--- src/rtl/riscv_mem_pkg.sv ---
// Shared types and constants for the unified-memory port arbiter.
// Contents:
//   arb_state_t - arbiter sequencing state
//   owner_t     - which pipeline requester wins arbitration in a given cycle
//   TO_W        - timeout counter width for the default TIMEOUT
//   IF_BE_ALL   - fetch byte-enable pattern (all lanes) for the default data width
package riscv_mem_pkg;

    typedef enum logic [1:0] {
        IDLE    = 2'd0,
        BUSY_IF = 2'd1,
        BUSY_DM = 2'd2
    } arb_state_t;

    typedef enum logic [1:0] {
        OWN_NONE = 2'd0,
        OWN_IF   = 2'd1,
        OWN_DM   = 2'd2
    } owner_t;

    localparam int TIMEOUT_DEF = 16;
    localparam int TO_W        = $clog2(TIMEOUT_DEF + 1);

    localparam int DATA_W_DEF = 32;
    localparam logic [DATA_W_DEF/8-1:0] IF_BE_ALL = {(DATA_W_DEF/8){1'b1}};

endpackage

--- src/rtl/mem_timeout_ctr.sv ---
// Counts cycles an outstanding memory request has gone unacknowledged.
// Ports:
//   clk, rst_n - clock and asynchronous active-low reset
//   clear_i    - no request outstanding; restart the count
//   enable_i   - request outstanding and not acknowledged this cycle
//   expired_o  - this is the TIMEOUT-th unacknowledged cycle; abort on this edge
module mem_timeout_ctr
    import riscv_mem_pkg::*;
#(
    parameter int TIMEOUT = TIMEOUT_DEF
) (
    input  logic clk,
    input  logic rst_n,
    input  logic clear_i,
    input  logic enable_i,
    output logic expired_o
);

    localparam int CNT_W = $clog2(TIMEOUT + 1);

    logic [CNT_W-1:0] cnt_q;

    // Saturating count of waiting cycles so a stuck enable can never wrap.
    always_ff @(posedge clk or negedge rst_n) begin
        if (!rst_n) begin
            cnt_q <= '0;
        end else if (clear_i) begin
            cnt_q <= '0;
        end else if (enable_i && (cnt_q != CNT_W'(TIMEOUT))) begin
            cnt_q <= cnt_q + CNT_W'(1);
        end else begin
            cnt_q <= cnt_q;
        end
    end

    // Fires in the last waiting cycle so the request is high exactly TIMEOUT cycles.
    assign expired_o = enable_i && (cnt_q == CNT_W'(TIMEOUT - 1));

endmodule

--- src/rtl/mem_port_arbiter.sv ---
// Shares one single-ported memory between instruction fetch (IF) and load/store (DM).
// DM has priority; after MAX_DM_STREAK consecutive contended DM grants IF is forced through.
// Each access runs a req/ack handshake; an unacknowledged request is aborted after TIMEOUT.
// Ports:
//   clk, reset                 - clock, asynchronous active-low reset
//   if_req/if_addr             - fetch request; if_rdata/if_done/if_stall back to fetch
//   dm_req/dm_we/dm_be/dm_addr/dm_wdata - data request; dm_rdata/dm_done/dm_stall back
//   mem_req/mem_we/mem_be/mem_addr/mem_wdata - registered memory command
//   mem_ack/mem_rdata          - memory completion and read data
//   bus_err                    - one-cycle pulse when an access is aborted by timeout
module mem_port_arbiter
    import riscv_mem_pkg::*;
#(
    parameter int ADDR_W        = 32,
    parameter int DATA_W        = 32,
    parameter int MAX_DM_STREAK = 4,
    parameter int TIMEOUT       = 16
) (
    input  logic                clk,
    input  logic                reset,
    input  logic                if_req,
    input  logic [ADDR_W-1:0]   if_addr,
    output logic [DATA_W-1:0]   if_rdata,
    output logic                if_done,
    output logic                if_stall,
    input  logic                dm_req,
    input  logic                dm_we,
    input  logic [DATA_W/8-1:0] dm_be,
    input  logic [ADDR_W-1:0]   dm_addr,
    input  logic [DATA_W-1:0]   dm_wdata,
    output logic [DATA_W-1:0]   dm_rdata,
    output logic                dm_done,
    output logic                dm_stall,
    output logic                mem_req,
    output logic                mem_we,
    output logic [DATA_W/8-1:0] mem_be,
    output logic [ADDR_W-1:0]   mem_addr,
    output logic [DATA_W-1:0]   mem_wdata,
    input  logic                mem_ack,
    input  logic [DATA_W-1:0]   mem_rdata,
    output logic                bus_err
);

    localparam int BE_W = DATA_W / 8;
    localparam int ST_W = $clog2(MAX_DM_STREAK + 1);
    localparam logic [BE_W-1:0] IF_BE = {BE_W{1'b1}};

    arb_state_t        state_q;
    logic [ST_W-1:0]   streak_q;
    logic              mem_req_q;
    logic              mem_we_q;
    logic [BE_W-1:0]   mem_be_q;
    logic [ADDR_W-1:0] mem_addr_q;
    logic [DATA_W-1:0] mem_wdata_q;
    logic [DATA_W-1:0] if_rdata_q;
    logic [DATA_W-1:0] dm_rdata_q;
    logic              if_done_q;
    logic              dm_done_q;
    logic              bus_err_q;

    owner_t            winner_s;
    logic              expired_s;
    logic              to_clear_s;
    logic              to_enable_s;

    assign to_clear_s  = ~mem_req_q;
    assign to_enable_s = mem_req_q & ~mem_ack;

    mem_timeout_ctr #(
        .TIMEOUT (TIMEOUT)
    ) u_timeout (
        .clk       (clk),
        .rst_n     (reset),
        .clear_i   (to_clear_s),
        .enable_i  (to_enable_s),
        .expired_o (expired_s)
    );

    // Winner among the live requests; a req still high in its done cycle counts as a fresh request.
    always_comb begin
        winner_s = OWN_NONE;
        case ({if_req, dm_req})
            2'b10:   winner_s = OWN_IF;
            2'b01:   winner_s = OWN_DM;
            2'b11:   winner_s = (streak_q == ST_W'(MAX_DM_STREAK)) ? OWN_IF : OWN_DM;
            default: winner_s = OWN_NONE;
        endcase
    end

    // Arbiter FSM: grant and register the command, hold until ack or timeout, then complete.
    always_ff @(posedge clk or negedge reset) begin
        if (!reset) begin
            state_q     <= IDLE;
            streak_q    <= '0;
            mem_req_q   <= 1'b0;
            mem_we_q    <= 1'b0;
            mem_be_q    <= '0;
            mem_addr_q  <= '0;
            mem_wdata_q <= '0;
            if_rdata_q  <= '0;
            dm_rdata_q  <= '0;
            if_done_q   <= 1'b0;
            dm_done_q   <= 1'b0;
            bus_err_q   <= 1'b0;
        end else begin
            if_done_q <= 1'b0;
            dm_done_q <= 1'b0;
            bus_err_q <= 1'b0;
            case (state_q)
                IDLE: begin
                    case (winner_s)
                        OWN_IF: begin
                            state_q     <= BUSY_IF;
                            mem_req_q   <= 1'b1;
                            mem_we_q    <= 1'b0;
                            mem_be_q    <= IF_BE;
                            mem_addr_q  <= if_addr;
                            mem_wdata_q <= '0;
                            streak_q    <= '0;
                        end
                        OWN_DM: begin
                            state_q     <= BUSY_DM;
                            mem_req_q   <= 1'b1;
                            mem_we_q    <= dm_we;
                            mem_be_q    <= dm_be;
                            mem_addr_q  <= dm_addr;
                            mem_wdata_q <= dm_wdata;
                            // Only a grant that made IF wait lengthens the streak.
                            if (if_req && (streak_q != ST_W'(MAX_DM_STREAK))) begin
                                streak_q <= streak_q + ST_W'(1);
                            end else begin
                                streak_q <= streak_q;
                            end
                        end
                        default: begin
                            state_q <= IDLE;
                        end
                    endcase
                end
                BUSY_IF, BUSY_DM: begin
                    // An ack in the expiry cycle is a normal completion.
                    if (mem_ack || expired_s) begin
                        state_q     <= IDLE;
                        mem_req_q   <= 1'b0;
                        mem_we_q    <= 1'b0;
                        mem_be_q    <= '0;
                        mem_addr_q  <= '0;
                        mem_wdata_q <= '0;
                        bus_err_q   <= ~mem_ack;
                        if (state_q == BUSY_IF) begin
                            if_done_q  <= 1'b1;
                            if_rdata_q <= mem_ack ? mem_rdata : '0;
                        end else begin
                            dm_done_q <= 1'b1;
                            if (!mem_ack) begin
                                dm_rdata_q <= '0;
                            end else if (!mem_we_q) begin
                                dm_rdata_q <= mem_rdata;
                            end else begin
                                dm_rdata_q <= dm_rdata_q;
                            end
                        end
                    end else begin
                        state_q <= state_q;
                    end
                end
                default: begin
                    state_q   <= IDLE;
                    mem_req_q <= 1'b0;
                end
            endcase
        end
    end

    assign mem_req   = mem_req_q;
    assign mem_we    = mem_we_q;
    assign mem_be    = mem_be_q;
    assign mem_addr  = mem_addr_q;
    assign mem_wdata = mem_wdata_q;
    assign if_rdata  = if_rdata_q;
    assign dm_rdata  = dm_rdata_q;
    assign if_done   = if_done_q;
    assign dm_done   = dm_done_q;
    assign bus_err   = bus_err_q;

    assign if_stall  = if_req & ~if_done_q;
    assign dm_stall  = dm_req & ~dm_done_q;

endmodule

--- config.mk ---
export PLATFORM = sky130hd
export DESIGN_NAME = mem_port_arbiter
export DESIGN_NICKNAME = d
export VERILOG_FILES = /design/src/rtl/riscv_mem_pkg.sv /design/src/rtl/mem_timeout_ctr.sv /design/src/rtl/mem_port_arbiter.sv
export SDC_FILE = /design/constraint.sdc
export NUM_CORES = 1
export LEC_CHECK = 0
export ABC_AREA = 1
export BUFFER_PORTS_ARGS = -buffer_cell sky130_fd_sc_hd__clkbuf_2
export CAP_MARGIN = 20
export CORE_ASPECT_RATIO = 1.4
export CORE_MARGIN = 3
export CORE_UTILIZATION = 44
export DETAILED_ROUTE_END_ITERATION = 7
export MAX_ROUTING_LAYER = met4
export PLACE_DENSITY = 0.87
export REMOVE_ABC_BUFFERS = 1
export SYNTH_ARGS = -nofsm -noshare
export SYNTH_HDL_FRONTEND = slang
export SYNTH_SLANG_ARGS = --single-unit
--- constraint.sdc ---
create_clock -name clk -period 2.05 [get_ports clk]
set_clock_uncertainty 0.1 [all_clocks]
set_input_delay 0.1025 -clock clk [delete_from_list [all_inputs] [get_ports clk]]
set_output_delay 0.1025 -clock clk [all_outputs]
set_load 0.02 [all_outputs]
### After elaboration in Yosys (flattened, before gate mapping)

Index checks and enable logic that the tools add are counted.
Widths: inputs -> output; s select.

* register bits: 147
* input port bits: 138

* add/subtract/negate cells: 2
* mux-type cells: 33
* equal/unequal tests: 17
* reduce and logical (&&, ||, !) cells: 14
* bitwise gates (word level): 7

Operators by type and width (count)
* $pmux 32 s2: 4
* $mux 32: 4
* $pmux 4 s2: 2
* $mux 1: 10
* $mux 5: 2
* $reduce_and 3->1: 3
* $eq 2x2->1 const B: 4
* $ne 2x2->1 const B: 4
* $pmux 2 s2: 2
* $eq 2x1->1 const B: 3
* $pmux 1 s2: 3
* $pmux 2 s3: 1
* $pmux 3 s2: 1
* $add 5x1->5 const B: 1
* $eq 5x4->1 const B: 1
* $ne 5x5->1 const B: 1
* $mux 2: 2
* $mux 4: 1
* $not 1->1: 4
* $reduce_and 4->1: 1
* $reduce_bool 2->1: 2
* $reduce_or 2->1: 2
* $add 3x1->3 const B: 1
* $and 1x1->1: 3
* other kinds (9): 11

### Longest topological paths before layout

Gate-level depths: netlist (run 1).

* word-level depth: 7
* depth in mapped cells: 12
* gate-level depth less buffers: 9

### Cells and area by module

A second synthesis (run 1) with hierarchy kept.

* cell total of the unflattened synthesis: 807
* area total of the unflattened synthesis: 6541.3 um^2

Modules (own cells, without submodules)
* mem_port_arbiter: times used 1, cells each 768, area an instance 6195.9 um^2, sequential area each 3553.4 um^2
* mem_timeout_ctr: times used 1, cells each 39, area an instance 345.3 um^2, sequential area each 125.1 um^2

### Worst setup path after synthesis (run 1)

No wires, ideal clock.

* path type: register to register
* from: register u_timeout.cnt_q[0]
* to: register mem_be_q[3] (netlist: mem_be[3])
* period minus slack after synthesis: 1928 ps
* arrival: 1707 ps
* stages on the path, launching flop included: 12
* path buffers: 3
* slack: 122 ps
* library setup time: 121 ps
* required time: 1829 ps
* path through: dfrtp_1 ha_1 nand2_1 nor2_1 ha_1 a21oi_4 nand2_2 nand2_2 buf_6 buf_6 buf_8 o21ai_1

* word-level cells in the longest chain between the ends: 5

RTL lines
* from (decl): line mem_timeout_ctr.sv:21 `logic [CNT_W-1:0] cnt_q;`
* from (signal assigned): line mem_timeout_ctr.sv:30 `cnt_q <= cnt_q + CNT_W'(1);`
* from (signal assigned): line mem_timeout_ctr.sv:32 `cnt_q <= cnt_q;`
* $eq 5x4->1: line mem_timeout_ctr.sv:37 `assign expired_o = enable_i && (cnt_q == CNT_W'(TIMEOUT - 1));`
* $logic_and 1x1->1: line mem_timeout_ctr.sv:37
* $logic_or 1x1->1: line mem_port_arbiter.sv:142 `if (mem_ack || expired_s) begin`
* $ne 2x2->1 (no source line)
* $reduce_and 3->1 (no source line)
* to (signal assigned): line mem_port_arbiter.sv:125 `mem_be_q <= dm_be;`
* to (decl): line mem_port_arbiter.sv:52 `logic [BE_W-1:0] mem_be_q;`

No other way between the ends.
A chain may end at the register's enable or synchronous reset.

### Final worst setup path (run 1)

* from: register u_timeout.cnt_q[1]
* to: register if_rdata_q[5] (netlist: if_rdata[5])

* word-level cells in the longest chain between the ends: 4

RTL lines
* $eq 5x4->1: line mem_timeout_ctr.sv:37
* $logic_and 1x1->1: line mem_timeout_ctr.sv:37
* $logic_or 1x1->1: line mem_port_arbiter.sv:142
* $reduce_and 3->1 (no source line)
* to (signal assigned): line mem_port_arbiter.sv:152 `if_rdata_q <= mem_ack ? mem_rdata : '0;`
* to (decl): line mem_port_arbiter.sv:55 `logic [DATA_W-1:0] if_rdata_q;`

No other way between the ends.

==> flow_metrics.py, run 1 <==
metrics = {
    "logic_synthesis": {
        "ys_seq_area_frac": 0.557,
        "ys_ff_latch": 147,
        "synth.largest_area_cell": "dfrtp_1",
        "syn_avg_cell_area_um2": 8.49,
        "synth_edf_count": 0,
        "synth_cell_types": 28,
        "async_reset_ff_frac": 1.00,
        "syn_inst": 778,
        "synth.area.top_cells": "dfrtp_1 (56%), nand2_1 (14%), o21ai_0 (8.8%)",
        "ys.flop_type": "dfrtp_1",
        "synth.top_cell.area_share": 0.557,
        "syn_area_um2": 6610,
        "synth_common_cells": "nand2_1 (245), dfrtp_1 (147), o21ai_0 (116)",
        "synth.most_common_cell": "nand2_1",
        "yosysWarnings": 0,
    },
    "cts": {
        "htreeDepth": 4,
        "numCtsBuffers": 17,
        "clk_pin_slew_worst_paths_ns": 0.06,
        "post-cts-setup-buffers": 0,
        "clk_path_buf_depth": 2,
        "cts_sinks": 147,
        "clock_latency_ns": 0.41,
        "cts_tree": "built",
        "root_buffer": "clkbuf_16",
    },
    "setup_path": {
        "max_stage_delay_ns": 0.37,
        "cp.required_ns": 2.22,
        "critical_path.cell_chain": "ha_1, nand2_1, nor2_1, ha_2, a21oi_4, inv_2, nand3_2, clkbuf_16, nand2_1, o21ai_0",
        "worst-path-buf-inv": 2,
        "start_kind": "flop",
        "worstSetupPathType": "reg2reg",
        "cpMostUsedCell": "nand2_1",
        "critPathTopFamily": "simple AND/OR/NAND/NOR gates",
        "critPathMaxFanout": 32,
        "end_kind": "flop",
        "cp_slowest_cell": "dfrtp_1",
        "worst_ep_arrival_time_ns": 2.14,
    },
    "cells_and_area": {
        "nNetsFinal": 1328,
        "layout-drive-gt1-share": 0.308,
        "syn_to_final_growth_pct": 56.6,
    },
    "timing": {
        "fin_crit_sh": 0.958,
        "max-slew-margin-rel": 0.682,
        "drv_slew": 0,
        "period_needed_ns": 1.96,
        "rsz0062_at_grt": "yes",
        "setup_tns_ns": 0,
        "finalHoldViolations": 0,
        "holdWs_ns": 0.0323,
        "fmax_mhz": 509,
        "tightest_slew_ns": 0.477,
        "setup_viol": 0,
    },
    "detailed_routing": {
        "highest_layer": "met4",
        "dr_wl_met2_mm": 12.7,
        "drt_iter0_markers": 686,
        "drt_pass1_iterations": 6,
        "dr_wl_met3_mm": 2.01,
        "ant_nets": 0,
        "wire_per_inst_um": 17.8,
        "vias": 7399,
        "routed_wl_mm": 24.7,
        "drc": 0,
        "met1_length_mm": 8.62,
        "via_per_inst": 5.34,
    },
    "worst_hold_path": {
        "hold_class": "in2reg",
    },
    "grt": {
        "grt_first_pass_wirelength_mm": 36.6,
        "grt_max_degree": 65,
        "grt.total_usage": 0.291,
        "antenna_found_initial": 1,
        "grt_pass1_vias": 7420,
        "overflow": 0,
    },
    "floorplan": {
        "die-width_um": 110,
        "die_h_um": 151,
        "core_um2": 14600,
        "initial_utilization": 0.453,
        "placementRows": 52,
        "boundaryPins": 277,
        "dieArea_um2": 16500,
    },
    "placement": {
        "dp_hpwl_mm": 13.4,
        "gp_congestion": 0.818,
        "portBuffers": 276,
    },
    "pwr": {
        "power.density_nw_per_um2": 1440,
        "ir_drop_mv": 0.796,
        "leakage_nw": 5.53,
    },
    "outcome": {
        "status": "completed",
    },
    "job": {
        "max_cap_viol_count": 0,
    },
}
## final cells by class
| cell class | instances | area (um2) |
|---|---|---|
| Inverter | 81 | 304 |
| Sequential cell | 147 | 3680 |
| Tap cell | 189 | 236 |
| Clock inverter | 13 | 138 |
| Fill cell | 972 | 4230 |
| Antenna cell | 2 | 5.00 |
| Clock buffer | 19 | 453 |
| Timing Repair Buffer | 434 | 3120 |
| Multi-Input combinational cell | 501 | 2410 |
## per-stage QoR
step	total power, W	utilization	cell area [um2]	worst slack, ns	cells
after global placement	0.0108	0.566	8250	0.121	1214
after global routing	0.0157	0.709	10300	-0.0220	1385
after CTS	0.0143	0.697	10200	0.0332	1378
final	0.0149	0.710	10300	0.0851	1386
after floorplan	0.00833	-	6340	-0.925	728
after detailed placement	0.0110	0.566	8250	0.0555	1214
## registers in the layout (all words and copies together), names as in the netlist
name	cells
dm_rdata	32
if_rdata	32
mem_addr	32
mem_wdata	32
u_timeout.cnt_q	5
mem_be	4
streak_q	3
state_q	2
bus_err	1
dm_done	1
if_done	1
mem_req	1
mem_we	1
## tightest hold or removal path: stages
cell	delay (ns)
clkbuf_2	0.08
inv_1	0.06
nand3_1	0.08
nand3_1	0.10
o21ai_0	0.08
## power by group
| part | total (W) | internal, W | switching, W | leakage (nW) |
|---|---|---|---|---|
| Combinational | 0.00683 | 0.00242 | 0.00441 | 3.32 |
| Clock | 0.00311 | 0.00178 | 0.00133 | 0.285 |
| Sequential | 0.00492 | 0.00410 | 0.000820 | 1.92 |
## routing by layer
layer,up-vias,GRT usage
li1,3284,-
met1,3450,0.322
met2,537,0.485
met3,128,0.0627
met4,0,0.162
met5,-,-
## cells in the final DEF, fill, tap and decap left out, types with 2 or more instances in the layout
cell / instances
buf_12: 8
nand2_2: 7
nand2_1: 245
o21ai_1: 9
buf_4: 11
inv_8: 2
dlygate4sd3_1: 132
nand3_1: 78
clkbuf_16: 22
nand3_2: 2
dfrtp_1: 147
inv_1: 80
nor2_1: 5
xor2_1: 2
o21ai_0: 113
clkbuf_2: 275
clkinv_4: 3
a21oi_1: 2
nand2_4: 2
clkbuf_8: 2
nand3b_1: 4
inv_6: 5
o21ai_2: 15
buf_6: 2
clkinvlp_4: 2
ha_1: 7
diode_2: 2
## cells by family after synthesis
logic type / share of synthesized area
and+or+nand+nor: 0.221
DFF: 0.557
AOI/OAI and AO/OA: 0.118
buffers and inverters: 0.0862
adders and majority gates: 0.0152
xor gates and xnor gates: 0.00265
## what timing repair did
item,CTS,global route
setup endpoints to repair,0,44
hold buffers,132,0
gates resized for setup,0,10
hold endpoints to repair,281,0
## path summary, 6_finish.rpt
check,slack [ns],cells past startpoint,startpoint,end
max,0.09,10,u_timeout.cnt_q[1],if_rdata[5]
min,0.03,5,dm_addr[10],mem_addr[10]
max reg2reg,0.09,10,u_timeout.cnt_q[1],if_rdata[5]
min reg2reg,0.38,2,if_rdata[27],if_rdata[27]
max in group asynchronous,1.10,3,reset,mem_wdata[30]
min in group asynchronous,0.10,2,reset,if_rdata[20]
No activity file was read; power rests on OpenSTA's default activity.
==> run 2, diff against run 1 <==
GPL_TIMING_DRIVEN = 0   (was unset)
==> flow_metrics.py, run 2 (synthesis results as in run 1) <==
metrics = {
    "detailed_routing": {
        "drc": 0,
        "routed_wl_mm": 25.7,
        "drt_iter0_markers": 601,
        "via_per_inst": 5.34,
        "drt_pass1_iterations": 5,
        "vias": 7454,
        "ant_nets": 0,
        "wire_per_inst_um": 18.4,
    },
    "cells_and_area": {
        "final_common_cell": "clkbuf_2",
        "nNetsFinal": 1340,
        "layout_common_cells": "clkbuf_2 (275), nand2_1 (242), dfrtp_1 (147), dlygate4sd3_1 (130), o21ai_0 (106)",
        "seq_area_um2": 3680,
        "final_area_um2": 10600,
        "syn_to_final_growth_pct": 60.5,
        "multiInputGateArea_um2": 2570,
        "nFillCells": 940,
        "layout-drive-gt1-share": 0.325,
    },
    "pwr": {
        "p_seq_frac": 0.315,
        "p_int_w": 0.00852,
        "ir_drop_mv": 0.863,
        "swShare": 0.451,
        "leakage_nw": 5.61,
        "power.density_nw_per_um2": 1460,
        "clkPwrFrac": 0.193,
        "power.total_w": 0.0155,
        "power.switching_w": 0.00699,
        "comb_power_share": 0.492,
    },
    "cts": {
        "numCtsBuffers": 17,
        "clock_latency_ns": 0.41,
        "cts_sinks": 147,
        "clk_path_buf_depth": 2,
        "htreeDepth": 4,
        "clk_pin_slew_worst_paths_ns": 0.07,
        "cts_tree": "built",
        "root_buffer": "clkbuf_16",
    },
    "timing": {
        "finalHoldViolations": 0,
        "setup_viol": 0,
        "fin_crit_sh": 0.987,
        "rsz0062_at_grt": "yes",
        "tightest_slew_ns": 1.08,
        "max-slew-margin-rel": 0.282,
        "period_needed_ns": 2.02,
        "drv_slew": 0,
        "setup_ws_ns": 0.0265,
        "fmax_mhz": 494,
        "setup_tns_ns": 0,
    },
    "floorplan": {
        "initial_utilization": 0.453,
        "dieArea_um2": 16500,
        "die_h_um": 151,
        "placementRows": 52,
        "core_um2": 14600,
        "die-width_um": 110,
        "boundaryPins": 277,
    },
    "job": {
        "max_cap_viol_count": 0,
    },
    "grt": {
        "overflow": 0,
        "grt_pass1_vias": 7597,
        "grt_max_degree": 102,
        "grt.total_usage": 0.301,
        "antenna_found_initial": 1,
        "grt_first_pass_wirelength_mm": 37.6,
    },
    "setup_path": {
        "critPathTopFamily": "flip-flops",
        "worst-path-buf-inv": 2,
        "worst_ep_arrival_time_ns": 2.21,
        "critical_path.cell_chain": "ha_2, nand2_2, nor2_2, ha_2, a21oi_4, inv_2, nand3_4, buf_12, o21ai_0",
        "max_stage_delay_ns": 0.40,
        "cp_slowest_cell": "dfrtp_1",
        "cp.required_ns": 2.24,
        "end_kind": "flop",
        "cpMostUsedCell": "ha_2",
        "critPathMaxFanout": 28,
        "worstSetupPathType": "reg2reg",
        "start_kind": "flop",
    },
    "worst_hold_path": {
        "hold_class": "in2reg",
    },
    "placement": {
        "placed_cell_area_um2": 8120,
        "place_ws_ns": -1.42,
        "dp_hpwl_mm": 12.8,
        "gp_congestion": 0.832,
        "portBuffers": 276,
    },
    "outcome": {
        "status": "completed",
    },
}
## run 2: cell types whose count changed in the layout (fill, tap and decap cells not counted), sizes merged
cell / delta
buf: +8
bufinv: -1
clkbuf: -2
clkinv: +1
clkinvlp: +1
diode: -1
dlygate4sd3: -2
inv: +1
nand2: +4
nand3: +1
nor2: +1
## run 2: repair_timing
item                                    4_1_cts  5_1_grt
hold buffers                                130        0
endpoints found under the setup margin       79      125
resized for setup                            19       21
cloned                                        8        8
setup buffers                                 9       10
pin swaps                                     3        8
endpoints found under the hold margin       200        0
## run 2: power groups by stage
stage	Clock (W)	Combinational, W	Sequential, W
2_1_floorplan	0	0.00217	0.00616
3_3_place_gp	0	0.00544	0.00476
3_5_place_dp	0	0.00594	0.00482
4_1_cts	0.00304	0.00689	0.00481
5_1_grt	0.00317	0.00818	0.00499
6_report	0.00299	0.00763	0.00488
## run 2: stage by stage
step / instances / hold WS (ns) / utilization
2_1_floorplan: 728 / -0.293 / -
3_5_place_dp: 1199 / -0.0315 / 0.557
4_1_cts: 1378 / 0.00168 / 0.708
5_1_grt: 1397 / 0.0305 / 0.727
6_report: 1397 / 0.0206 / 0.727
3_3_place_gp: 1193 / 0.229 / 0.546
## run 2: cell type report
type,count,share of cell area
flip-flops and latches,147,0.347
repair buffers,440,0.305
multi-input cells,507,0.243
clock buffers,17,0.0401
inverters,81,0.0290
well taps,189,0.0223
clock inverters,15,0.0136
diodes,1,0.000236
## run 2: final timing paths
kind | depth (start not counted) | slack, ns | from | to
setup reg to reg | 9 | 0.03 | u_timeout.cnt_q[1] | dm_rdata[8]
min in group asynchronous | 2 | 0.10 | reset | if_rdata[23]
max in group asynchronous | 3 | 0.93 | reset | mem_wdata[11]
hold / removal | 5 | 0.02 | dm_addr[13] | mem_addr[13]
setup / recovery | 9 | 0.03 | u_timeout.cnt_q[1] | dm_rdata[8]
hold reg to reg | 2 | 0.38 | mem_wdata[21] | mem_wdata[21]
## run 2: layer usage
layer	global-route usage	vias up	routed length, um
met4	0.173	0	1280
li1	-	3329	-
met2	0.512	486	13200
met5	-	-	0
met1	0.326	3532	9240
met3	0.0571	107	1960
## run 2: worst register-to-register path, delay by kind of cell, from the launching register on
family,cells,cell delay (ns)
DFF,1,0.40
adders and majority gates,2,0.40
AOI/OAI and AO/OA,2,0.36
and+or+nand+nor,3,0.29
buffers and inverters,2,0.36
